$ cat src/rtl/poly_pkg.sv
// rtl/poly_pkg.sv - Shared constants and helpers for the polynomial add/sub pipeline
package poly_pkg;

  localparam int LANES  = 2;
  localparam int COEF_W = 25;
  localparam int Q      = 16515073;
  localparam int N      = 256;

  localparam logic MODE_SUB = 1'b0;
  localparam logic MODE_ADD = 1'b1;

  // Width of a beat counter; never narrower than one bit.
  function automatic int clog2(input int value);
    int w;
    w = 0;
    while ((1 << w) < value) w++;
    return (w < 1) ? 1 : w;
  endfunction

endpackage

$ cat src/rtl/poly_addsub_pipe_if.sv
// rtl/poly_addsub_pipe_if.sv - Input/output beat handshake bundle for poly_addsub_pipe
interface poly_addsub_pipe_if #(
  parameter int LANES  = poly_pkg::LANES,
  parameter int COEF_W = poly_pkg::COEF_W
);

  logic                      in_valid;
  logic                      in_ready;
  logic                      in_mode;
  logic [LANES*COEF_W-1:0]   din_a;
  logic [LANES*COEF_W-1:0]   din_b;
  logic                      out_valid;
  logic                      out_ready;
  logic [LANES*COEF_W-1:0]   dout;
  logic                      out_last;

  modport slave (
    input  in_valid, in_mode, din_a, din_b, out_ready,
    output in_ready, out_valid, dout, out_last
  );

  modport master (
    output in_valid, in_mode, din_a, din_b, out_ready,
    input  in_ready, out_valid, dout, out_last
  );

endinterface

$ cat src/rtl/mod_addsub_lane.sv
// rtl/mod_addsub_lane.sv - One coefficient lane: raw add/sub then modular correction
module mod_addsub_lane #(
  parameter int COEF_W = poly_pkg::COEF_W,
  parameter int Q      = poly_pkg::Q
) (
  input  logic              clk,
  input  logic              rst,
  input  logic              i_s1_en,
  input  logic              i_s2_en,
  input  logic              i_s1_mode,
  input  logic              i_s2_mode,
  input  logic [COEF_W-1:0] i_a,
  input  logic [COEF_W-1:0] i_b,
  output logic [COEF_W-1:0] o_result
);
  import poly_pkg::*;

  localparam logic [COEF_W:0] Q_X = (COEF_W+1)'(Q);

  logic [COEF_W:0]   r_raw;
  logic [COEF_W:0]   w_raw;
  logic [COEF_W-1:0] w_fix;
  logic [COEF_W-1:0] r_result;

  always_comb begin
    w_raw = {1'b0, i_a} - {1'b0, i_b};
    if (i_s1_mode == MODE_ADD) w_raw = {1'b0, i_a} + {1'b0, i_b};
  end

  // The extra top bit is the carry in add mode and the sign in sub mode.
  always_comb begin
    w_fix = r_raw[COEF_W-1:0];
    if (i_s2_mode == MODE_ADD) begin
      if (r_raw >= Q_X) w_fix = COEF_W'(r_raw - Q_X);
    end else if (r_raw[COEF_W]) begin
      w_fix = COEF_W'(r_raw + Q_X);
    end
  end

  always_ff @(posedge clk or negedge rst) begin
    if (!rst) begin
      r_raw    <= '0;
      r_result <= '0;
    end else begin
      if (i_s1_en) r_raw    <= w_raw;
      if (i_s2_en) r_result <= w_fix;
    end
  end

  assign o_result = r_result;

endmodule

$ cat src/rtl/poly_addsub_pipe.sv
// rtl/poly_addsub_pipe.sv - Multi-lane modular add/sub pipeline with framing and range check
module poly_addsub_pipe #(
  parameter int LANES  = poly_pkg::LANES,
  parameter int COEF_W = poly_pkg::COEF_W,
  parameter int Q      = poly_pkg::Q,
  parameter int N      = poly_pkg::N
) (
  input  logic              clk,
  input  logic              rst,
  poly_addsub_pipe_if.slave bus,
  output logic              err,
  input  logic              err_clr
);
  import poly_pkg::*;

  localparam int                BEATS     = N / LANES;
  localparam int                CNT_W     = clog2(BEATS);
  localparam logic [CNT_W-1:0]  LAST_BEAT = CNT_W'(BEATS - 1);
  localparam logic [COEF_W-1:0] Q_W       = COEF_W'(Q);

  logic                    r_s1_valid;
  logic                    r_s2_valid;
  logic                    r_mode;
  logic                    r_s1_mode;
  logic                    r_err;
  logic [CNT_W-1:0]        r_in_cnt;
  logic [CNT_W-1:0]        r_out_cnt;
  logic                    w_s1_load;
  logic                    w_s2_load;
  logic                    w_in_fire;
  logic                    w_out_fire;
  logic                    w_beat_mode;
  logic                    w_range_err;
  logic [LANES*COEF_W-1:0] w_dout;

  // in_ready looks through a draining S2, so a stalled pipe restarts with no bubble.
  assign w_s2_load  = !r_s2_valid || bus.out_ready;
  assign w_s1_load  = w_s2_load || !r_s1_valid;
  assign w_in_fire  = bus.in_valid && w_s1_load;
  assign w_out_fire = r_s2_valid && bus.out_ready;

  // Mode is taken live on beat 0 and held for the rest of the polynomial.
  assign w_beat_mode = (r_in_cnt == '0) ? bus.in_mode : r_mode;

  always_comb begin
    w_range_err = 1'b0;
    for (int i = 0; i < LANES; i++) begin
      if ((bus.din_a[i*COEF_W +: COEF_W] >= Q_W) || (bus.din_b[i*COEF_W +: COEF_W] >= Q_W))
        w_range_err = 1'b1;
    end
  end

  always_ff @(posedge clk or negedge rst) begin
    if (!rst) begin
      r_s1_valid <= 1'b0;
      r_s2_valid <= 1'b0;
      r_mode     <= MODE_SUB;
      r_s1_mode  <= MODE_SUB;
      r_in_cnt   <= '0;
      r_out_cnt  <= '0;
      r_err      <= 1'b0;
    end else begin
      if (w_s1_load) r_s1_valid <= w_in_fire;
      if (w_s2_load) r_s2_valid <= r_s1_valid;
      if (w_in_fire) begin
        r_mode    <= w_beat_mode;
        r_s1_mode <= w_beat_mode;
        r_in_cnt  <= (r_in_cnt == LAST_BEAT) ? '0 : r_in_cnt + 1'b1;
      end
      if (w_out_fire) r_out_cnt <= (r_out_cnt == LAST_BEAT) ? '0 : r_out_cnt + 1'b1;
      if (w_in_fire && w_range_err) r_err <= 1'b1;
      else if (err_clr)             r_err <= 1'b0;
    end
  end

  for (genvar g = 0; g < LANES; g++) begin : g_lane
    mod_addsub_lane #(
      .COEF_W (COEF_W),
      .Q      (Q)
    ) u_lane (
      .clk       (clk),
      .rst       (rst),
      .i_s1_en   (w_in_fire),
      .i_s2_en   (w_s2_load && r_s1_valid),
      .i_s1_mode (w_beat_mode),
      .i_s2_mode (r_s1_mode),
      .i_a       (bus.din_a[g*COEF_W +: COEF_W]),
      .i_b       (bus.din_b[g*COEF_W +: COEF_W]),
      .o_result  (w_dout[g*COEF_W +: COEF_W])
    );
  end

  assign bus.in_ready  = w_s1_load;
  assign bus.out_valid = r_s2_valid;
  assign bus.dout      = w_dout;
  assign bus.out_last  = r_s2_valid && (r_out_cnt == LAST_BEAT);
  assign err           = r_err;

endmodule

$ cat src/flat_wrapper.sv
// flat-port wrapper written by rule: the top's interface ports become plain ports
module poly_addsub_pipe_flat import poly_pkg::*;
#(
  parameter int LANES  = poly_pkg::LANES,
  parameter int COEF_W = poly_pkg::COEF_W,
  parameter int Q      = poly_pkg::Q,
  parameter int N      = poly_pkg::N
)
  (clk, rst, err, err_clr, bus_in_valid, bus_in_mode, bus_din_a, bus_din_b, bus_out_ready, bus_in_ready, bus_out_valid, bus_dout, bus_out_last);
  poly_addsub_pipe_if #(.LANES(LANES), .COEF_W(COEF_W)) bus_i ();
  input  logic clk;
  input  logic rst;
  output logic err;
  input  logic err_clr;
  input wire logic [$bits(bus_i.in_valid)-1:0] bus_in_valid;
  input wire logic [$bits(bus_i.in_mode)-1:0] bus_in_mode;
  input wire logic [$bits(bus_i.din_a)-1:0] bus_din_a;
  input wire logic [$bits(bus_i.din_b)-1:0] bus_din_b;
  input wire logic [$bits(bus_i.out_ready)-1:0] bus_out_ready;
  output wire logic [$bits(bus_i.in_ready)-1:0] bus_in_ready;
  output wire logic [$bits(bus_i.out_valid)-1:0] bus_out_valid;
  output wire logic [$bits(bus_i.dout)-1:0] bus_dout;
  output wire logic [$bits(bus_i.out_last)-1:0] bus_out_last;
  assign bus_i.in_valid = bus_in_valid;
  assign bus_i.in_mode = bus_in_mode;
  assign bus_i.din_a = bus_din_a;
  assign bus_i.din_b = bus_din_b;
  assign bus_i.out_ready = bus_out_ready;
  assign bus_in_ready = bus_i.in_ready;
  assign bus_out_valid = bus_i.out_valid;
  assign bus_dout = bus_i.dout;
  assign bus_out_last = bus_i.out_last;
  poly_addsub_pipe #(.LANES(LANES), .COEF_W(COEF_W), .Q(Q), .N(N)) u_core (.clk(clk), .rst(rst), .bus(bus_i), .err(err), .err_clr(err_clr));
endmodule
$ cat config.mk
export PLATFORM = sky130hd
export DESIGN_NAME = poly_addsub_pipe_flat
export DESIGN_NICKNAME = d
export VERILOG_FILES = /design/src/rtl/poly_pkg.sv /design/src/rtl/poly_addsub_pipe_if.sv /design/src/rtl/mod_addsub_lane.sv /design/src/rtl/poly_addsub_pipe.sv /design/src/flat_wrapper.sv
export SDC_FILE = /design/constraint.sdc
export NUM_CORES = 1
export LEC_CHECK = 0
export CELL_PAD_IN_SITES_DETAIL_PLACEMENT = 1
export CELL_PAD_IN_SITES_GLOBAL_PLACEMENT = 2
export CORE_ASPECT_RATIO = 2
export CORE_MARGIN = 3
export CORE_UTILIZATION = 35
export CTS_BUF_LIST = sky130_fd_sc_hd__clkbuf_8 sky130_fd_sc_hd__clkbuf_16
export DETAILED_ROUTE_END_ITERATION = 8
export PLACE_DENSITY = 0.86
export SYNTH_ARGS = -nofsm -noshare
export SYNTH_HDL_FRONTEND = slang
export SYNTH_SLANG_ARGS = --single-unit
$ cat constraint.sdc
create_clock -name clk -period 11.4 [get_ports clk]
set_input_delay 3.42 -clock clk [delete_from_list [all_inputs] [get_ports clk]]
set_output_delay 3.42 -clock clk [all_outputs]
set_load 0.02 [all_outputs]
# Word level (Yosys, flattened, before mapping)
# Cells that the tools add are included.
totals:
  ff_bits: 120
  inputBits: 106
  elab_cells: 56
op_classes:
  addsub: 10
  magnitude_cmp: 6
  eq_ne: 2
  n_mux: 15
  reduce_logical: 13
op_table:
  columns: ["operator", "count"]
  rows:
  - ["25-bit two-way mux", 6]
  - ["25-bit by 24-bit greater-or-equal comparator with 1-bit output, second input constant", 4]
  - ["25-bit by 25-bit adder with 26-bit output", 2]
  - ["26-bit by 24-bit greater-or-equal comparator with 1-bit output, second input constant", 2]
  - ["26-bit two-way mux", 2]
  - ["25-bit by 25-bit subtractor with 26-bit output", 2]
  - ["25-bit by 24-bit adder with 25-bit output, second input constant", 2]
  - ["25-bit by 24-bit subtractor with 25-bit output, second input constant", 2]
  - ["7-bit by 1-bit adder with 7-bit output, second input constant", 2]
  - ["7-bit == test, second input constant", 2]
  - ["7-bit two-way mux", 2]
  - ["7-bit logical NOT", 1]
  - ["1-bit logical AND", 5]
  - ["1-bit two-way mux", 5]
  - ["1-bit logical OR", 4]
  - ["1-bit logical NOT", 2]
  - ["2-bit nonzero test", 1]

# Depth between registers and ports, before layout
# Gate-level depths: netlist of run 1.
logic_depth:
  depth_word: 6
  ltp_mapped: 16

# Hierarchy
# Synthesis of run 1 repeated with hierarchy kept, for this count alone.
hier_totals:
  cells_unflattened: 1318
  hier_area_um2: 10964.3
by_module_without_submodules:
  columns: ["module", "instances", "cells_each", "area_per_inst_um2", "seq_area_each_um2"]
  rows:
  - ["mod_addsub_lane at u_core.g_lane[1].u_lane", 1, 660, 5166.2, 1276.2]
  - ["mod_addsub_lane at u_core.g_lane[0].u_lane", 1, 530, 4634.4, 1276.2]
  - ["poly_addsub_pipe", 1, 128, 1163.6, 450.4]

# Worst setup path before layout of run 1
# Ideal clock, no wire load.
synth_timing:
  path_type: "input to output"
  startpoint: "input port bus_out_ready"
  endpoint: "output port bus_in_ready"
  arrival_time_ns: 3.713
  path_slack_ns: 4.267
  cell_stages: 1
  path_buffers: 0
  path_cell_list: "nand3b_1"
synth_via:
  elab_chain_cells: 2
synth_lines:
  columns: ["element", "line_no", "source"]
  rows:
  - ["start: declaration", "flat_wrapper.sv:19", "input wire logic [$bits(bus_i.out_ready)-1:0] bus_out_ready;"]
  - ["1-bit logical OR", "poly_addsub_pipe.sv:37", "assign w_s2_load = !r_s2_valid || bus.out_ready;"]
  - ["1-bit logical OR", "poly_addsub_pipe.sv:38", "assign w_s1_load = w_s2_load || !r_s1_valid;"]
  - ["end: declaration", "flat_wrapper.sv:20", "output wire logic [$bits(bus_i.in_ready)-1:0] bus_in_ready;"]
# No other way between the ends.

# Final worst setup path of run 1
# Same ends and word-level chain as after synthesis.

==> results of run 1 <==
[cell usage in the layout, fill, tap and decap left out, drive strengths merged, types with 21 or more instances in the layout]
cell type,netlist,routed
nand2,174,174
clkdlybuf4s50,0,158
dfrtp,120,120
o21ai,103,103
nor2,80,80
a21oi,76,76
nand3,66,66
ha,65,65
xnor2,64,64
nand4,51,51
nor3,50,50
inv,38,42
o31ai,39,39
or4,32,32
xor2,31,31
nor4,29,29
or3,25,25
a31oi,21,21
[per-layer routing]
layer	part of all wire (%)	global-route usage [%]
met3	2.3	2.36
met1	41	24.5
met4	2.8	8.56
met5	0	0
met2	54	40.7
[sequential cells by signal, indices dropped and copies added (netlist names)]
signal	count
u_core.err	1
u_core.bus.out_valid	1
u_core.g_lane.u_lane.r_raw	52
u_core.g_lane.u_lane.o_result	50
u_core.r_mode	1
u_core.r_s1_valid	1
u_core.r_out_cnt	7
u_core.r_in_cnt	7
[power by group]
| part | switching, uW | internal, uW |
|---|---|---|
| logic | 1260 | 901 |
| registers | 288 | 619 |
| clock network | 196 | 333 |
| total | 1750 | 1850 |
[final cells by class]
cell class / count / area, um^2
multi-input combinational: 1160 / 7540
clock inverter: 12 / 110
timing repair buffer: 168 / 1660
inverter: 38 / 143
sequential: 120 / 3000
fill: 3763 / 17400
tap: 418 / 523
clock buffer: 20 / 467
[critical path, cell delays in order]
cell	delay [ns]
clkdlybuf4s50_1	0.49
nand3b_1	0.21
clkdlybuf4s50_1	0.64
[final timing paths]
path / endpoint / depth (start not counted)
hold / removal: u_core.g_lane[1].u_lane.o_result[1]$_DFFE_PN0P_ / 2
setup / recovery: bus_in_ready / 3
min in group asynchronous: u_core.g_lane[1].u_lane.o_result[12]$_DFFE_PN0P_ / 1
setup reg to reg: u_core.g_lane[1].u_lane.r_raw[24]$_DFFE_PN0P_ / 13
max in group asynchronous: u_core.g_lane[0].u_lane.r_raw[14]$_DFFE_PN0P_ / 2
hold reg to reg: u_core.g_lane[1].u_lane.o_result[1]$_DFFE_PN0P_ / 2
[through the flow]
stage          cell area [um^2]  total power (uW)
2_1_floorplan             11000              2350
3_3_place_gp              12900              3010
3_5_place_dp              12900              3080
4_1_cts                   13400              3630
5_1_grt                   13400              3920
6_report                  13400              3600
[cells by family (layout without fill, tap and decap cells)]
| kind of cell | after synthesis | in the layout | synth area share, % |
|---|---|---|---|
| AOI/OAI and AO/OA | 399 | 399 | 24.6 |
| xor gates and xnor gates | 95 | 95 | 7.58 |
| adders and majority gates | 67 | 67 | 7.78 |
| buffers and inverters | 120 | 238 | 4.19 |
| DFF | 120 | 120 | 27.4 |
| muxes | 12 | 12 | 1.16 |
| and+or+nand+nor | 587 | 587 | 27.3 |
==> run summary, run 1 <==
The sum of negative setup slack is 0 ns. The cell area that synthesis handed to floorplanning was 11,000 um^2. The H-tree was split into 4 levels.

The number of enable-type register cells in the synthesized netlist is 0. The power density over the cells is ~270 nW/um^2. The first detailed-routing pass ran for 5 iterations. In the routed layout, each cell is associated on average with a via count of 5.81. The via count of the routed design is 11,240. The type of origin of the critical path is an input port. The die area came out at about 34,000 um^2. The clock sink count is 120. The final hold violation count came to 0. For this run, the register share of the synthesized area comes to between 20% and 30%.

The cell total after placement came out at ~1,900. In this run the worst hold path is classified as register to register. The max-slew headroom at the worst pin came out at 11.9%. The startpoint identified for the worst hold timing path is u_core.g_lane[1].u_lane.o_result[1]$_DFFE_PN0P_.

Along the worst path, the maximum fanout reaches 4. The longest clock path from root to sink contains 2 buffers. The initial utilization of the core area, before any placement, comes to about 36%.

The data arrival at the endpoint of the critical path is roughly 4.8 ns. The TritonCTS buffer count came out at 17. The core occupancy in the finished layout is 43.6%. The number of nets handed over by synthesis was 1,573. The first-pass GRT wire length came out at about 60,000 um.

The top-area cell type share of the netlist area is 27.4%. The net count reported at finish is 1,678. The last weighted congestion value of the routability-driven placer came out at between 0.8 and 0.9. The DRC marker count from the first detailed-route iteration is ~480.

The flop and latch count out of synthesis is 120. The worst path uses around 72% of the clock period. In the global route stage, overall resource usage came out at ~22%. The number of global-route vias before repair was 11,529. The peak supply drop came out at around 0.00011 V. The worst register-to-register path begins at u_core.r_in_cnt[2]$_DFFE_PN0P_. The latest clock arrival within the worst-skew pair came out at roughly 0.44 ns. Excluding fillers, the count of instances in the completed layout stands at 1,936. The leftover overflow at the end of global routing came out at 0. The pin count of the biggest net entering global routing is between 100 and 150. Cells with a size suffix above 1 make up between 4 and 5% of the layout. Counting flops with an async set or reset pin after synthesis yields a share of 100%. The routed wire length is 36,900 um. In this run the worst setup path begins at bus_out_ready. Yosys instantiated no cell more often than nand2_1.

Compared with the post-synthesis result, the final layout area differs by 22.5%. The post-CTS resize count came out at 0. The transition time of the tightest slew-check pin came out at ~1.3 ns.

In this run the static leakage power is between 0.005 and 0.006 uW. The antenna cell count is 0. For this run, the leading register cell type out of synthesis is dfrtp_1.

Once detailed placement completed, the half-perimeter wirelength came to 29,700 um. For this run, the number of Yosys warnings is 0. By count the netlist is led by 174 x nand2_1, 120 x dfrtp_1, 95 x o21ai_0.

The worst path setup slack after routing is ~3.2 ns. Buffers placed on the I/O ports in this run total ~160. The worst hold slack came out at between 0.4 and 0.5 ns. The clock root buffer is clkbuf_16. The initial antenna violation count was 0. The routed length per placed instance came out at about 19 um. TritonCTS built the clock tree. Setup repair after global routing left no endpoint under its margin.

The count of final max-slew check failures is 0. The number of violations of the max-capacitance limit came out at 0. The run finished with clean final reports. Synthesis handed over a netlist of approximately 1,400 instances. In the routed design, unresolved DRC markers number 0. The x dimension of the die is 131 um.

OpenSTA, run right after detailed placement, puts the worst setup slack at around 3.2 ns. The die height came out at roughly 260 um. After clock tree synthesis, the clock-pin slew on the worst setup and hold paths is around 0.05 ns. The number of core rows came out at 91. The maximum clock frequency is about 120 MHz. The type of element capturing the critical path is a primary output. The mean post-synth cell area came out at between 7 and 8 um^2. The minimum period implied by the final worst setup slack came out at ~8.2 ns. The total of hold buffers inserted after clock tree synthesis came out at 0. The detail route stage leaves a number of antenna-violating nets equal to 0.

The number of placed I/O pins came out at 160. The synthesized design spends more area on one cell type than any other, namely dfrtp_1. Setup violations remaining at the end of the flow were counted as 0.

The standard cell core area came out at between 30,000 and 40,000 um^2. Yosys attributes the largest share of cell area to dfrtp_1 27%, ha_1 7.4%, nand2_1 6.0%. The setup slack on the worst flop-to-flop path is about 6.8 ns. The post-CTS setup-driven buffer insertion count is 0. The data required time at the worst endpoint came out at 7.98 ns. The setup clock skew after layout came out at about 0.011 ns.

The critical path is of the input port to primary output type. The distinct cell type count after synthesis came out at 76.
Power figures use the tool's default switching activity.
==> inputs of run 2 (changes only) <==
--- a/config.mk
+++ b/config.mk
@@ -9,10 +9,10 @@
 export CELL_PAD_IN_SITES_GLOBAL_PLACEMENT = 2
 export CORE_ASPECT_RATIO = 2
 export CORE_MARGIN = 3
-export CORE_UTILIZATION = 35
+export CORE_UTILIZATION = 33
 export CTS_BUF_LIST = sky130_fd_sc_hd__clkbuf_8 sky130_fd_sc_hd__clkbuf_16
 export DETAILED_ROUTE_END_ITERATION = 8
-export PLACE_DENSITY = 0.86
+export PLACE_DENSITY = 0.81
 export SYNTH_ARGS = -nofsm -noshare
 export SYNTH_HDL_FRONTEND = slang
 export SYNTH_SLANG_ARGS = --single-unit
==> constraint.sdc (replaced) <==
create_clock -name clk -period 7.7 [get_ports clk]
set_input_delay 2.31 -clock clk [delete_from_list [all_inputs] [get_ports clk]]
set_output_delay 2.31 -clock clk [all_outputs]
set_load 0.02 [all_outputs]
==> run 2 against run 1 <==
Cell count is 0.62% higher. Final area is 0.57% higher. Critical path type is now input port to register. Worst setup slack worse by 1.7 ns. Combinational power is 50% higher. Sequential power is 49% higher. Sequential cell count stayed put. Total power is 51% higher. Clock skew is 0.0024 ns lower.
==> run summary, run 2 (synthesized netlist as in run 1, its figures left out) <==
The worst setup path is of the input port to register kind. The switching part of the total came out at 48.3%. The cell with the biggest individual delay on the critical path is o311ai_1. Data on the critical path is required at its endpoint by 8.01 ns.

The number of buffers inserted by port buffering is ~160. The design draws roughly 5400 uW. The overall global routing resource usage came out at between 20% and 30%. The number of antenna diodes in the final layout is 0. The initial antenna violation count came out at 0.

At the end of routability-driven placement, the weighted congestion stood at 0.888. The number of buffers and inverters on the critical path came out at 1. The standard cell core area is between 30,000 and 40,000 um^2. The first-pass GRT wire length is around 62,000 um. In this run the power spent charging and discharging nets is 2620 uW.

The latest clock arrival within the worst-skew pair is approximately 0.43 ns. The first-pass detailed-route iteration total is 4. After detailed routing, the number of remaining DRC violations is 0. Broken down by cell family, the worst path's largest delay share belongs to compound AO/OA/AOI/OAI gates. The post-CTS setup-driven buffer insertion count is 0. The clock sink count came out at 120. The peak per-stage delay on the critical path is 1.13 ns. The worst-case clock buffer depth came out at 2. The final hold violation count came to 0. The share of total power in combinational logic is between 50% and 60%. Clock tree synthesis inserted a total of 17 buffers. The largest fanout of any net on the critical path is 9. By instance count, the cell type seen most on the critical path is nand3_1.

The count of final max-slew check failures came out at 0. The pin count of the biggest net entering global routing came out at 68. In the final routed layout, each cell accounts on average for about 20 um. The post-CTS resize count came out at 0. The peak supply drop came out at ~0.00019 V. The signal on the critical path passes through clkdlybuf4s50_1, nor4_1, nand4_1, o21ai_0, xnor2_1, ha_1, and4_1, nand3_1, a21oi_1, o311ai_1, a2111o_1, nand3_1.

The H-tree depth came out at 4. The max-slew headroom at the worst pin came out at 11.8%. The cell total after placement came out at about 1,900. TritonCTS built the clock tree. The flip-flop count of the largest register, all copies and words added is 52. The net count reported at finish came out at 1,682. In this run the count of I/O pins placed on the die edge is between 150 and 200. Counting I/O delays and the setup requirement, the final critical path takes 6.20 ns. The x dimension of the die came out at between 100 and 150 um. In this run the vertical extent of the chip is 264 um. Final hold analysis gives a worst-case slack of approximately 0.47 ns. The transition time of the tightest slew-check pin is between 1 and 1.5 ns. The library cell used most frequently in the layout, excluding fill and tap cells, is nand2_1.

The leakage power of the design came out at a little over 0.005 uW. The register with the most flip-flops in the final layout is u_core.g_lane.u_lane.r_raw. Buffers inserted to repair hold after CTS numbered 0. The area growth from synthesis to final layout is 23.2%. The sequential power share came out at about a quarter.

Dividing total power by cell area gives a power density of around 400 nW/um^2. The final setup violation count came out at 0. The routed wire length came out at ~38,000 um.

The final worst-path cycle share is 80.6%. The setup clock skew after layout came out at around 0.0088 ns. The flow ran to the end, and the final reports show no timing, DRC or antenna violations. The final cell count without fillers came out at ~1,900. The die area is between 30,000 and 40,000 um^2. The detailed-route vias per instance came out at slightly below 6.

The worst setup path is captured at a register. Measured on the finished design, the core utilization comes to about two fifths. The half-perimeter wire length after detailed placement came out at roughly 31,000 um.

The fraction of layout instances using a drive strength above 1 is under 10%. The clock root buffer is clkbuf_16. In the layout the commonest cells are 172 x nand2_1, 158 x clkdlybuf4s50_1, 120 x dfrtp_1. STA classifies the critical path startpoint as an input port. The initial standard-cell utilization of the core is 33.8%.

The maximum clock frequency came out at around 160 MHz. The tightest min-delay check is of the register to register type. After floorplanning, the core was divided into 93 placement rows.

The clock-pin slew on the worst setup and hold paths is roughly 0.060 ns. The number of violations of the max-capacitance limit came out at 0. The via count of the routed design came out at about 11,000. The proportion of power drawn by the clock network came out at about 16%. Adding up every negative setup slack in the final design gives 0 ns.

The DRC marker count from the first detailed-route iteration came out at 486. Once detail routing completed, the nets flagged for antenna violations numbered 0. Internal power comes to 2810 uW. Setup repair after global routing left no endpoint under its margin. The leftover overflow at the end of global routing is 0.

The data arrival at the endpoint of the critical path came out at about 6.5 ns. The number of global-route vias before repair is approximately 12,000.
==> run 2: area by class of cell <==
cell class,instances,area [um^2]
repair buffers,172,1690
multi-input cells,1160,7540
well taps,427,534
flip-flops and latches,120,3000
clock inverters,12,159
inverters,38,143
clock buffers,19,453
fillers,3922,19000
==> run 2: worst paths after layout <==
check	from	cells past startpoint	slack, ns	to
setup / recovery	bus_din_b[4]	12	1.50	u_core.g_lane[0].u_lane.r_raw[19]$_DFFE_PN0P_
hold / removal	u_core.g_lane[1].u_lane.o_result[1]$_DFFE_PN0P_	2	0.47	u_core.g_lane[1].u_lane.o_result[1]$_DFFE_PN0P_
setup reg to reg	u_core.r_in_cnt[2]$_DFFE_PN0P_	13	3.14	u_core.g_lane[0].u_lane.r_raw[19]$_DFFE_PN0P_
hold reg to reg	u_core.g_lane[1].u_lane.o_result[1]$_DFFE_PN0P_	2	0.47	u_core.g_lane[1].u_lane.o_result[1]$_DFFE_PN0P_
max in group asynchronous	rst	2	4.42	u_core.g_lane[1].u_lane.r_raw[11]$_DFFE_PN0P_
min in group asynchronous	rst	1	1.94	u_core.g_lane[0].u_lane.r_raw[5]$_DFFE_PN0P_
==> run 2: routing by layer <==
metal | part of all wire, % | vias to the layer above | GRT usage (%) | wire (um)
met5 | 0 | - | 0 | 0
met4 | 2.5 | 0 | 7.47 | 964
met3 | 2.2 | 58 | 2.25 | 827
met2 | 54 | 188 | 40.4 | 20700
met1 | 41 | 5596 | 24.3 | 15700
li1 | - | 5516 | - | -
==> run 2: worst min-delay path: cells and delay by family, from the launching register on <==
family	cells	cell delay, ns
flip-flops	1	0.34
AND/OR/NAND/NOR	2	0.10
==> run 2: power groups by stage <==
stage	clock network, uW	logic [uW]	registers, uW
floorplan	0	2210	1270
global route	896	3600	1410
detailed placement	0	3240	1360
finish	844	3240	1350
global placement	0	3170	1340
CTS	866	3250	1350
==> run 2: stage by stage <==
step	cell area, um^2	setup WS, ns
2_1_floorplan	11000	2.09
5_1_grt	13500	1.06
3_3_place_gp	12900	1.17
4_1_cts	13500	1.54
3_5_place_dp	12900	1.08
6_report	13500	1.50
==> inputs of run 3 (changes only) <==
--- a/config.mk
+++ b/config.mk
@@ -9,10 +9,10 @@
 export CELL_PAD_IN_SITES_GLOBAL_PLACEMENT = 2
 export CORE_ASPECT_RATIO = 2
 export CORE_MARGIN = 3
-export CORE_UTILIZATION = 33
+export CORE_UTILIZATION = 30
 export CTS_BUF_LIST = sky130_fd_sc_hd__clkbuf_8 sky130_fd_sc_hd__clkbuf_16
 export DETAILED_ROUTE_END_ITERATION = 8
-export PLACE_DENSITY = 0.81
+export PLACE_DENSITY = 0.78
 export SYNTH_ARGS = -nofsm -noshare
 export SYNTH_HDL_FRONTEND = slang
 export SYNTH_SLANG_ARGS = --single-unit
==> constraint.sdc (replaced) <==
create_clock -name clk -period 5.6 [get_ports clk]
set_input_delay 1.68 -clock clk [delete_from_list [all_inputs] [get_ports clk]]
set_output_delay 1.68 -clock clk [all_outputs]
set_load 0.02 [all_outputs]
==> run 3 against run 2 <==
Clock-buffer cell count is the same. Worst hold slack better by 0.0081 ns. Worst setup slack got worse by 0.97 ns. Largest power group unchanged. Critical endpoint is now u_core.g_lane[0].u_lane.r_raw[24]$_DFFE_PN0P_. Largest cell class unchanged. Sequential cell count unchanged.
==> run summary, run 3 (synthesized netlist as in run 1, its figures left out) <==
In the finished design, the share of the clock period the worst path needs comes to between 90% and 100%. The routed length per placed instance is 19.2 um. The flow ran to the end, and the final reports show no timing, DRC or antenna violations. The worst-case clock buffer depth came out at 2. The analysis attributes to net switching a power of between 3000 and 4000 uW. The clock network accounts for 14.5% of the total power. The cell depth of the worst min-delay path is 2. The power density over the cells is 549 nW/um^2. The die covers 39,000 um^2. The net count of the finished layout is between 1,500 and 2,000. The library cells used most frequently in the layout, excluding fill and tap cells, are 172 x nand2_1, 158 x clkdlybuf4s50_1, 120 x dfrtp_1. The endpoint identified for the worst register-to-register timing path is u_core.g_lane[0].u_lane.r_raw[25]$_DFFE_PN0P_. The number of core rows is around 100. The worst pin sits at a relative slew slack of 25.7%. The area growth from synthesis to final layout came out at 26.1%. The clock sink count came out at between 100 and 150. The total power is around 7600 uW.

The final hold violation count is 0. The worst path setup slack after routing is between 0.5 and 0.6 ns. Input and output buffers added on the ports amount to ~160. The worst register-to-register path begins at u_core.r_in_cnt[2]$_DFFE_PN0P_. The initial antenna violation count is 0.

The first-pass GRT wire length came out at roughly 63,000 um. The antenna violation net count after detailed routing came out at 0. The final route contains 11,373 vias. Dividing the detail-routed via count by the number of cells gives approximately 5.6.

The clock tree from TritonCTS is done. The worst hold path endpoint is u_core.g_lane[0].u_lane.o_result[10]$_DFFE_PN0P_. The half-perimeter wire length after detailed placement is between 30,000 and 40,000 um. Setup repair after global routing left no endpoint under its margin.

The worst setup path is of the input port to register kind. The fraction of layout instances using a drive strength above 1 is ~7.3%. OpenSTA, run right after detailed placement, puts the worst setup slack at around 0.074 ns. The sequential power share is 24.4%. The x dimension of the die came out at roughly 140 um. The pin count of the biggest net entering global routing is 93.

The number of antenna diodes in the final layout is 0. The standard cell core area is roughly 36,000 um^2. The H-tree depth came out at 4. The family of cells with the greatest summed delay on the critical path is simple AND/OR/NAND/NOR gates. Setup violations remaining at the end of the flow were counted as 0.

The DRC violation count after routing is 0. The first-pass detailed-route iteration total came out at 4. On the final layout, the worst clock skew is approximately 0.01 ns. CTS placed an instance of clkbuf_16 at the clock tree root.

Summed over all cells, the static leakage comes to 0.00535 uW. In this run switching power makes up a little under half of total power. For this configuration, the core starts out at a cell density of a little under a third. The transition time of the tightest slew-check pin came out at 1.10 ns. After global routing the overflow that remains totals 0.

The data arrival at the endpoint of the critical path came out at 5.41 ns. The clock-pin slew on the worst setup and hold paths came out at ~0.06 ns. After detailed routing, the total wire length is slightly below 40,000 um. The worst setup path is captured at a register.

The latest clock arrival within the worst-skew pair came out at between 0.4 and 0.5 ns. Per report_power, the combinational group accounts for 61.1% of the total. The maximum clock frequency is between 150 and 200 MHz. The DRC marker count from the first detailed-route iteration is 510. The overall global routing resource usage came out at between 10% and 20%. In this run, post-CTS hold repair placed 0 buffers.

The post-CTS setup-driven buffer insertion count came out at 0. The congestion estimate from routability-driven global placement came to just over 0.9. The signal on the critical path passes through clkdlybuf4s50_1, or4_1, buf_4, or3_1, o41ai_1, xnor2_1, ha_1, nand4_1, nor4_1, o211ai_1, and3b_1, o31ai_1. The worst setup path is launched from an input port. The library cell used most frequently in the layout, excluding fill and tap cells, is nand2_1. The cell with the biggest individual delay on the critical path is or4_1.

The type of the worst min-delay path is register to register. The tool flagged a number of max-cap violations equal to 0. The count of final max-slew check failures is 0. The flip-flop count of the largest register, all copies and words added is 52. The largest fanout of any net on the critical path came out at 10.

After clock tree synthesis, the repair step resized 0 gates. The die height came out at between 200 and 300 um. After routing, the total negative slack on setup checks comes to 0 ns. The setup slack on the worst flop-to-flop path is 1.35 ns.

TritonCTS created 17 clock buffers. Tracing the worst setup path back leads to its startpoint at bus_din_b[11]. STA puts the critical path data required time at around 5.9 ns. The number of placed I/O pins came out at 160.

The internal cell power came out at slightly below 4000 uW. Counting cells, the worst reg-to-reg path comes to 12. The smallest clock period supported by the final layout is computed as 5.08 ns.

The register with the most flip-flops in the final layout is u_core.g_lane.u_lane.r_raw. In this run the most critical hold path is launched from u_core.g_lane[0].u_lane.o_result[10]$_DFFE_PN0P_. The number of global-route vias before repair came out at ~12,000.

The count of filler cells inserted in the layout is 4,333. The number of buffers and inverters on the critical path came out at 2. Across the VDD grid, the largest voltage drop is around 0.00022 V. For this run, the slowest stage of the critical path takes ~0.58 ns.
==> run 3: per-layer routing <==
metal | part of all wire (%) | vias up | track usage, % | wire, um
met2 | 54 | 194 | 37.1 | 21000
met3 | 2.4 | 62 | 2.30 | 925
met4 | 2.8 | 0 | 7.11 | 1100
met1 | 41 | 5533 | 22.4 | 15700
met5 | 0 | - | 0 | 0
li1 | - | 5584 | - | -
==> run 3: power groups by stage <==
stage	Combinational (uW)	Clock (uW)	Sequential (uW)
floorplan	3030	0	1740
global placement	4550	0	1850
detailed placement	4650	0	1870
CTS	4680	1140	1850
global route	5180	1170	1940
finish	4650	1100	1850
==> run 3: tightest hold or removal path, cell delays in order, from the launching register on <==
cell     delay [ns]
dfrtp_1        0.33
nand2_1        0.05
o21ai_0        0.06
==> run 3: through the flow <==
step | hold WS, ns | instance area [um^2] | utilization, % | std cells
floorplan | 0.467 | 11000 | - | 1400
global placement | 0.455 | 13300 | 36.9 | 1983
detailed placement | 0.468 | 13300 | 36.9 | 1983
CTS | 0.481 | 13800 | 38.5 | 2013
global route | 0.500 | 13800 | 38.5 | 2013
finish | 0.474 | 13800 | 38.5 | 2013
==> run 3: final cells by class <==
type | count | area (um^2) | area share (%)
multi-input combinational | 1160 | 7540 | 54.5
sequential | 120 | 3000 | 21.7
timing repair buffer | 215 | 2010 | 14.5
tap | 450 | 563 | 4.07
clock buffer | 19 | 453 | 3.27
inverter | 38 | 143 | 1.03
clock inverter | 11 | 131 | 0.949
==> run 3: how the worst max path moves through the flow <==
stage | end | slack [ns] | cells past startpoint
6_report | u_core.g_lane[0].u_lane.r_raw[24]$_DFFE_PN0P_ | 0.52 | 12
5_1_grt | u_core.g_lane[1].u_lane.r_raw[24]$_DFFE_PN0P_ | 0.17 | 14
4_1_cts | u_core.g_lane[0].u_lane.r_raw[24]$_DFFE_PN0P_ | 0.49 | 12
3_5_place_dp | u_core.g_lane[1].u_lane.r_raw[24]$_DFFE_PN0P_ | 0.07 | 14
3_3_place_gp | u_core.g_lane[0].u_lane.r_raw[25]$_DFFE_PN0P_ | 0.18 | 13
2_1_floorplan | u_core.g_lane[1].u_lane.r_raw[24]$_DFFE_PN0P_ | 0.62 | 13
